File: src/rtl/uart_tx_fifo.sv
// rtl/uart_tx_fifo.sv - CPU-side character FIFO that drains into a UART transmitter register
//
// Purpose: buffers characters pushed by the CPU and hands them one at a time
// to a UART transmitter, waiting for each frame to start and finish before
// issuing the next write.
//
// Optional feature macro: UART_TX_FIFO_OVF_CNT_EN adds the ovf_count output.
//
// Ports:
//   clock          - single clock, rising edge
//   reset          - asynchronous active-low reset
//   wr_en          - CPU push strobe
//   wr_data        - character to push (DATA_W bits)
//   full           - FIFO holds DEPTH entries (combinational from count)
//   count          - current occupancy
//   tx_busy        - UART transmitter shifting a frame
//   uart_wr_enable - one-cycle write strobe into the UART
//   uart_sel       - UART select, mirrors uart_wr_enable
//   uart_addr      - UART register address (1 during a write, else 0)
//   wdata_mem      - UART write data, zero-extended character
//   ovf_count      - dropped pushes, saturating at 255 (macro builds only)

module uart_tx_fifo #(
  parameter int DEPTH  = 8,
  parameter int DATA_W = 8
) (
  input  logic                     clock,
  input  logic                     reset,
  input  logic                     wr_en,
  input  logic [DATA_W-1:0]        wr_data,
  output logic                     full,
  output logic [$clog2(DEPTH):0]   count,
  input  logic                     tx_busy,
  output logic                     uart_wr_enable,
  output logic                     uart_sel,
  output logic [3:0]               uart_addr,
  output logic [31:0]              wdata_mem
`ifdef UART_TX_FIFO_OVF_CNT_EN
  ,
  output logic [7:0]               ovf_count
`endif
);

  localparam int AW = $clog2(DEPTH);
  localparam int CW = AW + 1;

  typedef enum logic [1:0] {
    IDLE,
    ISSUE,
    WAIT_START,
    WAIT_DONE
  } state_t;

  state_t            state;
  logic [DATA_W-1:0] mem [DEPTH];
  logic [AW-1:0]     wr_ptr;
  logic [AW-1:0]     rd_ptr;
  logic              push;
  logic              pop;

  // full is judged on the pre-edge occupancy, so a same-cycle pop never
  // makes room for a push.
  assign full = (count == CW'(DEPTH));
  assign push = wr_en && !full;
  assign pop  = (state == ISSUE);

  // Storage carries no reset; only the pointers and count define validity.
  always_ff @(posedge clock) begin
    if (push) begin
      mem[wr_ptr] <= wr_data;
    end
  end

  // DEPTH is a power of two, so the pointers wrap by natural overflow.
  always_ff @(posedge clock or negedge reset) begin
    if (!reset) begin
      wr_ptr <= '0;
      rd_ptr <= '0;
      count  <= '0;
    end else begin
      if (push) begin
        wr_ptr <= wr_ptr + AW'(1);
      end
      if (pop) begin
        rd_ptr <= rd_ptr + AW'(1);
      end
      case ({push, pop})
        2'b10:   count <= count + CW'(1);
        2'b01:   count <= count - CW'(1);
        default: count <= count;
      endcase
    end
  end

  // Drain FSM. The UART outputs default to zero every cycle and are only
  // loaded while in ISSUE, giving a single-cycle registered strobe that
  // appears two edges after the push that filled an empty FIFO.
  always_ff @(posedge clock or negedge reset) begin
    if (!reset) begin
      state          <= IDLE;
      uart_wr_enable <= 1'b0;
      uart_sel       <= 1'b0;
      uart_addr      <= 4'h0;
      wdata_mem      <= 32'h0;
    end else begin
      uart_wr_enable <= 1'b0;
      uart_sel       <= 1'b0;
      uart_addr      <= 4'h0;
      wdata_mem      <= 32'h0;
      case (state)
        IDLE: begin
          if ((count != '0) && !tx_busy) begin
            state <= ISSUE;
          end
        end
        ISSUE: begin
          uart_wr_enable <= 1'b1;
          uart_sel       <= 1'b1;
          uart_addr      <= 4'h1;
          wdata_mem      <= 32'(mem[rd_ptr]);
          state          <= WAIT_START;
        end
        WAIT_START: begin
          if (tx_busy) begin
            state <= WAIT_DONE;
          end
        end
        WAIT_DONE: begin
          if (!tx_busy) begin
            state <= IDLE;
          end
        end
        default: state <= IDLE;
      endcase
    end
  end

`ifdef UART_TX_FIFO_OVF_CNT_EN
  always_ff @(posedge clock or negedge reset) begin
    if (!reset) begin
      ovf_count <= 8'h00;
    end else if (wr_en && full && (ovf_count != 8'hFF)) begin
      ovf_count <= ovf_count + 8'h01;
    end
  end
`endif

endmodule

File: config.mk
export PLATFORM = sky130hd
export DESIGN_NAME = uart_tx_fifo
export DESIGN_NICKNAME = d
export VERILOG_FILES = /design/src/rtl/uart_tx_fifo.sv
export SDC_FILE = /design/constraint.sdc
export NUM_CORES = 1
export LEC_CHECK = 0
export ABC_AREA = 1
export CORE_MARGIN = 4
export CORE_UTILIZATION = 40
export DETAILED_ROUTE_END_ITERATION = 12
export PLACE_DENSITY = 0.59
export RECOVER_POWER = 25
export REMOVE_ABC_BUFFERS = 1
export SLEW_MARGIN = 40
export SYNTH_ARGS = -nofsm -noshare
export SYNTH_HDL_FRONTEND = slang
export SYNTH_SLANG_ARGS = --single-unit
File: constraint.sdc
create_clock -name clock -period 4.25 [get_ports clock]
set_clock_uncertainty 0.15 [all_clocks]
set_input_delay 0.85 -clock clock [delete_from_list [all_inputs] [get_ports clock]]
set_output_delay 0.85 -clock clock [all_outputs]
set_load 0.005 [all_outputs]
==> results.md, run 1 <==
- Xor/xnor cell area share of the yosys netlist: around 1.2%
- Main combinational cell family by area after synthesis: simple AND/OR/NAND/NOR gates
- Final setup vio count: 0
- Vias in the first global route: 2288
- Rows: 35
- Fraction of the mapped netlist area in simple logic gates: 12.1%
- Layout area overhead: 10.3%
- Slowest stage cell, crit path: clkdlybuf4s50_1
- Critical path arrival: ~1.6 ns
- Max Clock Freq: ~380 MHz
- Leak: 0.00162 uW
- WL/cell: roughly 16 um
- Sequential-to-total area share from yosys stat: between 60% and 70%
- Compound-cell area share of the yosys netlist: slightly above 8%
- Multiplexer share of the synthesized area: 0.266%
- WHS Endpoint: state[0]
- Mapped Area: 3770 um^2
- Post-CTS Setup Bufs: 0
- Post-CTS Resized: 0
- WS Path Type: register to primary output
- Max-cap viol count: 0
- CP endpoint kind: primary output
- Largest net degree at the start of global routing: 36
- Num CTS Buffers: 9
- Largest cells by area after synthesis: edfxtp_1 (51%), dfrtp_1 (14%), buf_4 (7.0%)
- Placed cell areas: 3960 um^2
- Detail Route Antenna Nets: 0
- Distinct cells, synth: 28
- Grt ovf: 0
- Final layout net count: roughly 370
- Vias/cell: 4.86
- Port Buffer Count: 27
- Critical Path RT: 3.25 ns
- Pwr dens: 668 nW/um^2
- CTS Hold Bufs: 0
- Total track usage: 14.5%
- Die W: between 100 and 150 um
- Total die area: 11000 um^2
- Measured slew at the worst slew-check pin: 1.23 ns
- Initial Util: between 40 and 50%
- Diode count: 0
- FF-to-FF End: count[2]
- Post-synth top area cell: edfxtp_1
- Share of cells above drive strength 1: 6.74%
- Yosys warns: 0
- Status: completed
- CTS root buf: clkbuf_8
- Ports: 55
- Initial antenna violation count: 0
- CP cell instances: nor2_2, nand3_1, inv_1, clkdlybuf4s50_1
- R2r setup slk: 1.71 ns
- Latest clock arrival within the worst-skew pair: between 0.3 and 0.4 ns
- Final core utilization: 45.2%
- Area share of the leading cell type in the synthesized netlist: just over 50%
- H-tree levels: 3
- Clock transition at path regs: 0.07 ns
- Final period util: 61.4%
- Synth Area in Adders: 3.32%
- Fin. Hold Viols: 0
- Worst vdd ir: 273 uV
- Total Power: 2780 uW
- Syn Area/Cell: 11.5 um^2
- Via count: 2269
- DRC violations left: 0
- Worst Hold Depth: 2
- Synth Instances: 327
- Slew Limit Fails: 0
- Max-slew headroom: between 15 and 20%
- Critical Path Max Stage Delay: 0.49 ns
- Cells on worst reg2reg path: 9
- RSZ-0062 raised after global routing: false
- Worst min path class: register to register
- Die height: 105 um
- DPL Wire Length: a little over 5 mm
- Final Wtd Congestion: 0.822
- Core area: between 9000 and 10000 um^2
- CP Launch Type: register
- Reg-to-reg startpoint: state[1]
- 1st-iter DRT viols: roughly 160
- Routed WL: 7.62 mm
- Final Instance Area: approximately 4200 um^2
- Pre-Repair DR Iteration Count: 4
- CTS tree: built
- Global-route wire length before repair: 12.0 mm
- Clock Tree Buf Depth: 2
- Yosys reg bits: 85
- Setup TNS: 0 ns
- Max FO, Critical Path: 5
- Final min period: 2.61 ns
- Clock sink count: 85
- Hold_sp: state[0]
[critical path: cells and delay by family (launching register included)]
family / cells / cell delay (ns)
buffers and inverters: 2 / 0.56
DFF: 1 / 0.44
and+or+nand+nor: 2 / 0.27
[kinds of logic after synthesis]
| group | count (synthesis) |
|---|---|
| other | 1 |
| buffers and inverters | 55 |
| XOR/XNOR | 5 |
| flip-flops | 85 |
| multiplexers | 1 |
| AND/OR/NAND/NOR | 116 |
| adder cells (fa/ha/maj) | 10 |
| AO/OA/AOI/OAI | 54 |
[registers in the layout, summed over array words and instances (netlist names)]
signal,cells
count,4
rd_ptr,3
uart_addr,1
state,2
wdata_mem,8
wr_ptr,3
mem,64
[synthesized netlist by cell type (all sizes together)]
| master | count |
|---|---|
| mux2i | 1 |
| buf | 40 |
| dfrtp | 21 |
| conb | 1 |
| o21ai | 36 |
| or2 | 3 |
| o22ai | 8 |
| nor2 | 69 |
| a31oi | 1 |
| xor2 | 3 |
| nand3 | 6 |
| a21oi | 1 |
| ha | 10 |
| clkbuf | 1 |
| o211ai | 8 |
| xnor2 | 2 |
| nand2 | 38 |
| edfxtp | 64 |
| inv | 14 |
[worst max path at each step]
stage | cells past startpoint | slack [ns] | endpoint | start
final | 4 | 1.64 | full | count[0]
after global routing | 4 | 1.52 | full | count[0]
after CTS | 4 | 1.61 | full | count[0]
after detailed placement | 4 | 1.41 | mem[2][1] | wr_en
after global placement | 4 | 1.44 | mem[2][1] | wr_en
after floorplan | 9 | 2.07 | count[2] | wr_en
[per-stage QoR]
stage | worst slack [ns] | hold slack, ns | instances
after floorplan | 2.07 | 0.340 | 312
after global placement | 1.44 | 0.372 | 451
after detailed placement | 1.41 | 0.390 | 451
after CTS | 1.61 | 0.322 | 467
after global routing | 1.52 | 0.428 | 467
final | 1.64 | 0.399 | 467
[cell usage in the layout, fill, tap and decap left out, drive strengths merged]
cell / Yosys / routed
clkdlybuf4s50: 0 / 22
mux2i: 1 / 1
inv: 14 / 14
edfxtp: 64 / 64
clkbuf: 1 / 13
bufinv: 0 / 1
o211ai: 8 / 8
xnor2: 2 / 2
ha: 10 / 10
dfrtp: 21 / 21
a21oi: 1 / 1
buf: 40 / 1
dlygate4sd3: 0 / 4
clkinvlp: 0 / 1
nand2: 38 / 38
xor2: 3 / 3
o22ai: 8 / 8
conb: 1 / 27
or2: 3 / 3
clkinv: 0 / 2
a31oi: 1 / 1
nand3: 6 / 6
o21ai: 36 / 36
nor2: 69 / 69
[report_power, final]
part	switching (uW)	internal, uW	leakage [uW]
sequential	152	1090	0.000843
clock	268	286	0.0000964
combinational	575	406	0.000676
[final cells by class]
class / instances / area, um^2
fill: 865 / 5040
sequential: 85 / 2450
timing repair buffer: 28 / 272
clock inverter: 4 / 47.5
clock buffer: 12 / 145
multi-input combinational: 213 / 1050
inverter: 14 / 57.6
tap: 111 / 139
[routing by layer]
metal | share of wire, % | track usage, % | vias up
met5 | 0 | 0 | -
met1 | 41 | 17.5 | 1070
met2 | 49 | 24.4 | 81
met4 | 2.8 | 6.75 | 0
li1 | - | - | 1100
met3 | 6.3 | 3.71 | 18
(Power assumes the default switching activity.)
==> run 2: changes to the inputs <==
- PLACE_DENSITY: 0.59 -> 0.61
- clock period: 4.25 -> 2.2 ns (I/O delays scaled with it)
==> results.md, run 2 (synthesis gave the netlist of run 1 again) <==
- Status: completed
- Max reg flops: 64
- Critical Path RT: 1.61 ns
- Layout area overhead: 16.8%
- Top Registers: mem x64, wdata_mem x8, count x4
- Dpl ws: -0.120 ns
- Final layout net count: roughly 400
- Dpl cells: 472
- Die height: 105 um
- CTS root buf: clkbuf_8
- Largest register by flop count: mem
- Met1 WL: 3.13 mm
- Max FO, Critical Path: 5
- WL met3: 413 um
- Final std cells w/o fill: 493
- Final setup vio count: 0
- Max-cap viol count: 0
- Port Buffer Count: 27
- Slew Limit Fails: 0
- CP endpoint kind: primary output
- Final worst-path setup slack: 0.0661 ns
- Critical path arrival: 1.54 ns
- Measured slew at the worst slew-check pin: about 1.2 ns
- Switch Pwr: 2000 uW
- CTS tree: built
- Vias in the first global route: around 2200
- Final Wtd Congestion: 0.808
- Die W: 105 um
- Global-route wire length before repair: 11.3 mm
- Worst Hold Depth: 2
- Latest clock arrival within the worst-skew pair: 0.35 ns
- Worst vdd ir: between 400 and 500 uV
- Vias/cell: roughly 4.8
- WS Path Type: register to primary output
- DPL Wire Length: 4.61 mm
- Fin. Hold Viols: 0
- Detail Route Antenna Nets: 0
- Power Internal: around 3700 uW
- Cells on worst reg2reg path: 10
- DRC violations left: 0
- Most common cell after layout, fill and taps aside: nor2_1
- Fill cells: 832
- Pre-Repair DR Iteration Count: 4
- Max Clock Freq: 469 MHz
- Num CTS Buffers: 9
- 1st-iter DRT viols: 77
- Final core utilization: a little under half
- Total Power: approximately 5700 uW
- Routed WL: 7.11 mm
- Rows: 35
- Total die area: 11000 um^2
- Initial Util: 41.0%
- Pwr dens: 1300 nW/um^2
- Logic pwr share: 37.7%
- Clock sink count: 85
- Ports: 55
- Initial antenna violation count: 0
- Max-slew headroom: 17.4%
- Clk network pwr share: 21.6%
- Diode count: 0
- Leak: 0.00177 uW
- Seq pwr share: 40.6%
- Via count: 2369
- Highest-count cells in the layout ignoring fill and taps: nor2_1 (68), edfxtp_1 (64), nand2_1 (37), conb_1 (27), buf_4 (26)
- Worst min path class: register to register
- Final period util: 97.0%
- WL/cell: 14.4 um
- H-tree levels: 3
- Final Instance Area: 4400 um^2
- Grt ovf: 0
- Clock transition at path regs: 0.08 ns
- Share of cells above drive strength 1: 13.4%
- Clock Tree Buf Depth: 2
- Largest net degree at the start of global routing: 35
- DR top layer: met4
- Metal2 WL: 3.51 mm
- Total track usage: 13.2%
- CP Launch Type: register
- Final min period: around 2.1 ns
- Core area: 9200 um^2
- Sw Ratio: a little over a third
- Placed cell areas: 4120 um^2
==> run 2: cell type report <==
cell class	instances	area, um^2	area share, %
clock inverters	6	95.1	2.16
flip-flops and latches	85	2450	55.6
multi-input cells	213	1050	24.0
clock buffers	10	138	3.13
repair buffers	54	469	10.7
inverters	14	57.6	1.31
well taps	111	139	3.16
==> run 2: through the flow <==
stage	TNS, ns	hold WS, ns
final	0	0.388
after global routing	-0.0171	0.426
after CTS	0	0.302
after detailed placement	-0.120	0.387
after global placement	-0.0510	0.377
after floorplan	0	-0.00559
==> run 2: path summary, 6_finish.rpt <==
kind                            slack, ns     start           end
worst max register to register       0.17  state[1]      count[2]
worst max-delay path                 0.07  count[1]          full
max in group asynchronous            0.36     reset      count[1]
min in group asynchronous            0.72     reset  wdata_mem[4]
worst min-delay path                 0.39  state[1]      state[1]
worst min register to register       0.39  state[1]      state[1]
==> run 2: timing repair <==
item | CTS | global route
hold buffers | 0 | 0
resized for setup | 1 | 2
cloned | 0 | 0
setup endpoints to repair | 1 | 2
buffers inserted | 0 | 5
==> run 2: power groups by stage <==
stage	clock network, uW	registers [uW]	logic [uW]
after detailed placement	0	2370	2100
after global placement	0	2360	2060
after global routing	1350	2370	2450
after CTS	1260	2330	2110
after floorplan	0	2430	1120
final	1240	2330	2160
==> run 2: worst max-delay path, stage by stage, from the launching register on <==
cell	delay (ns)
dfrtp_2	0.45
nor2_4	0.10
nand3_2	0.09
inv_1	0.07
clkdlybuf4s50_1	0.49
==> run 2: metal layers <==
layer	GRT usage, %	vias up
li1	-	1151
met1	17.3	1142
met2	22.0	70
met3	2.59	6
met4	4.59	0
met5	0	-
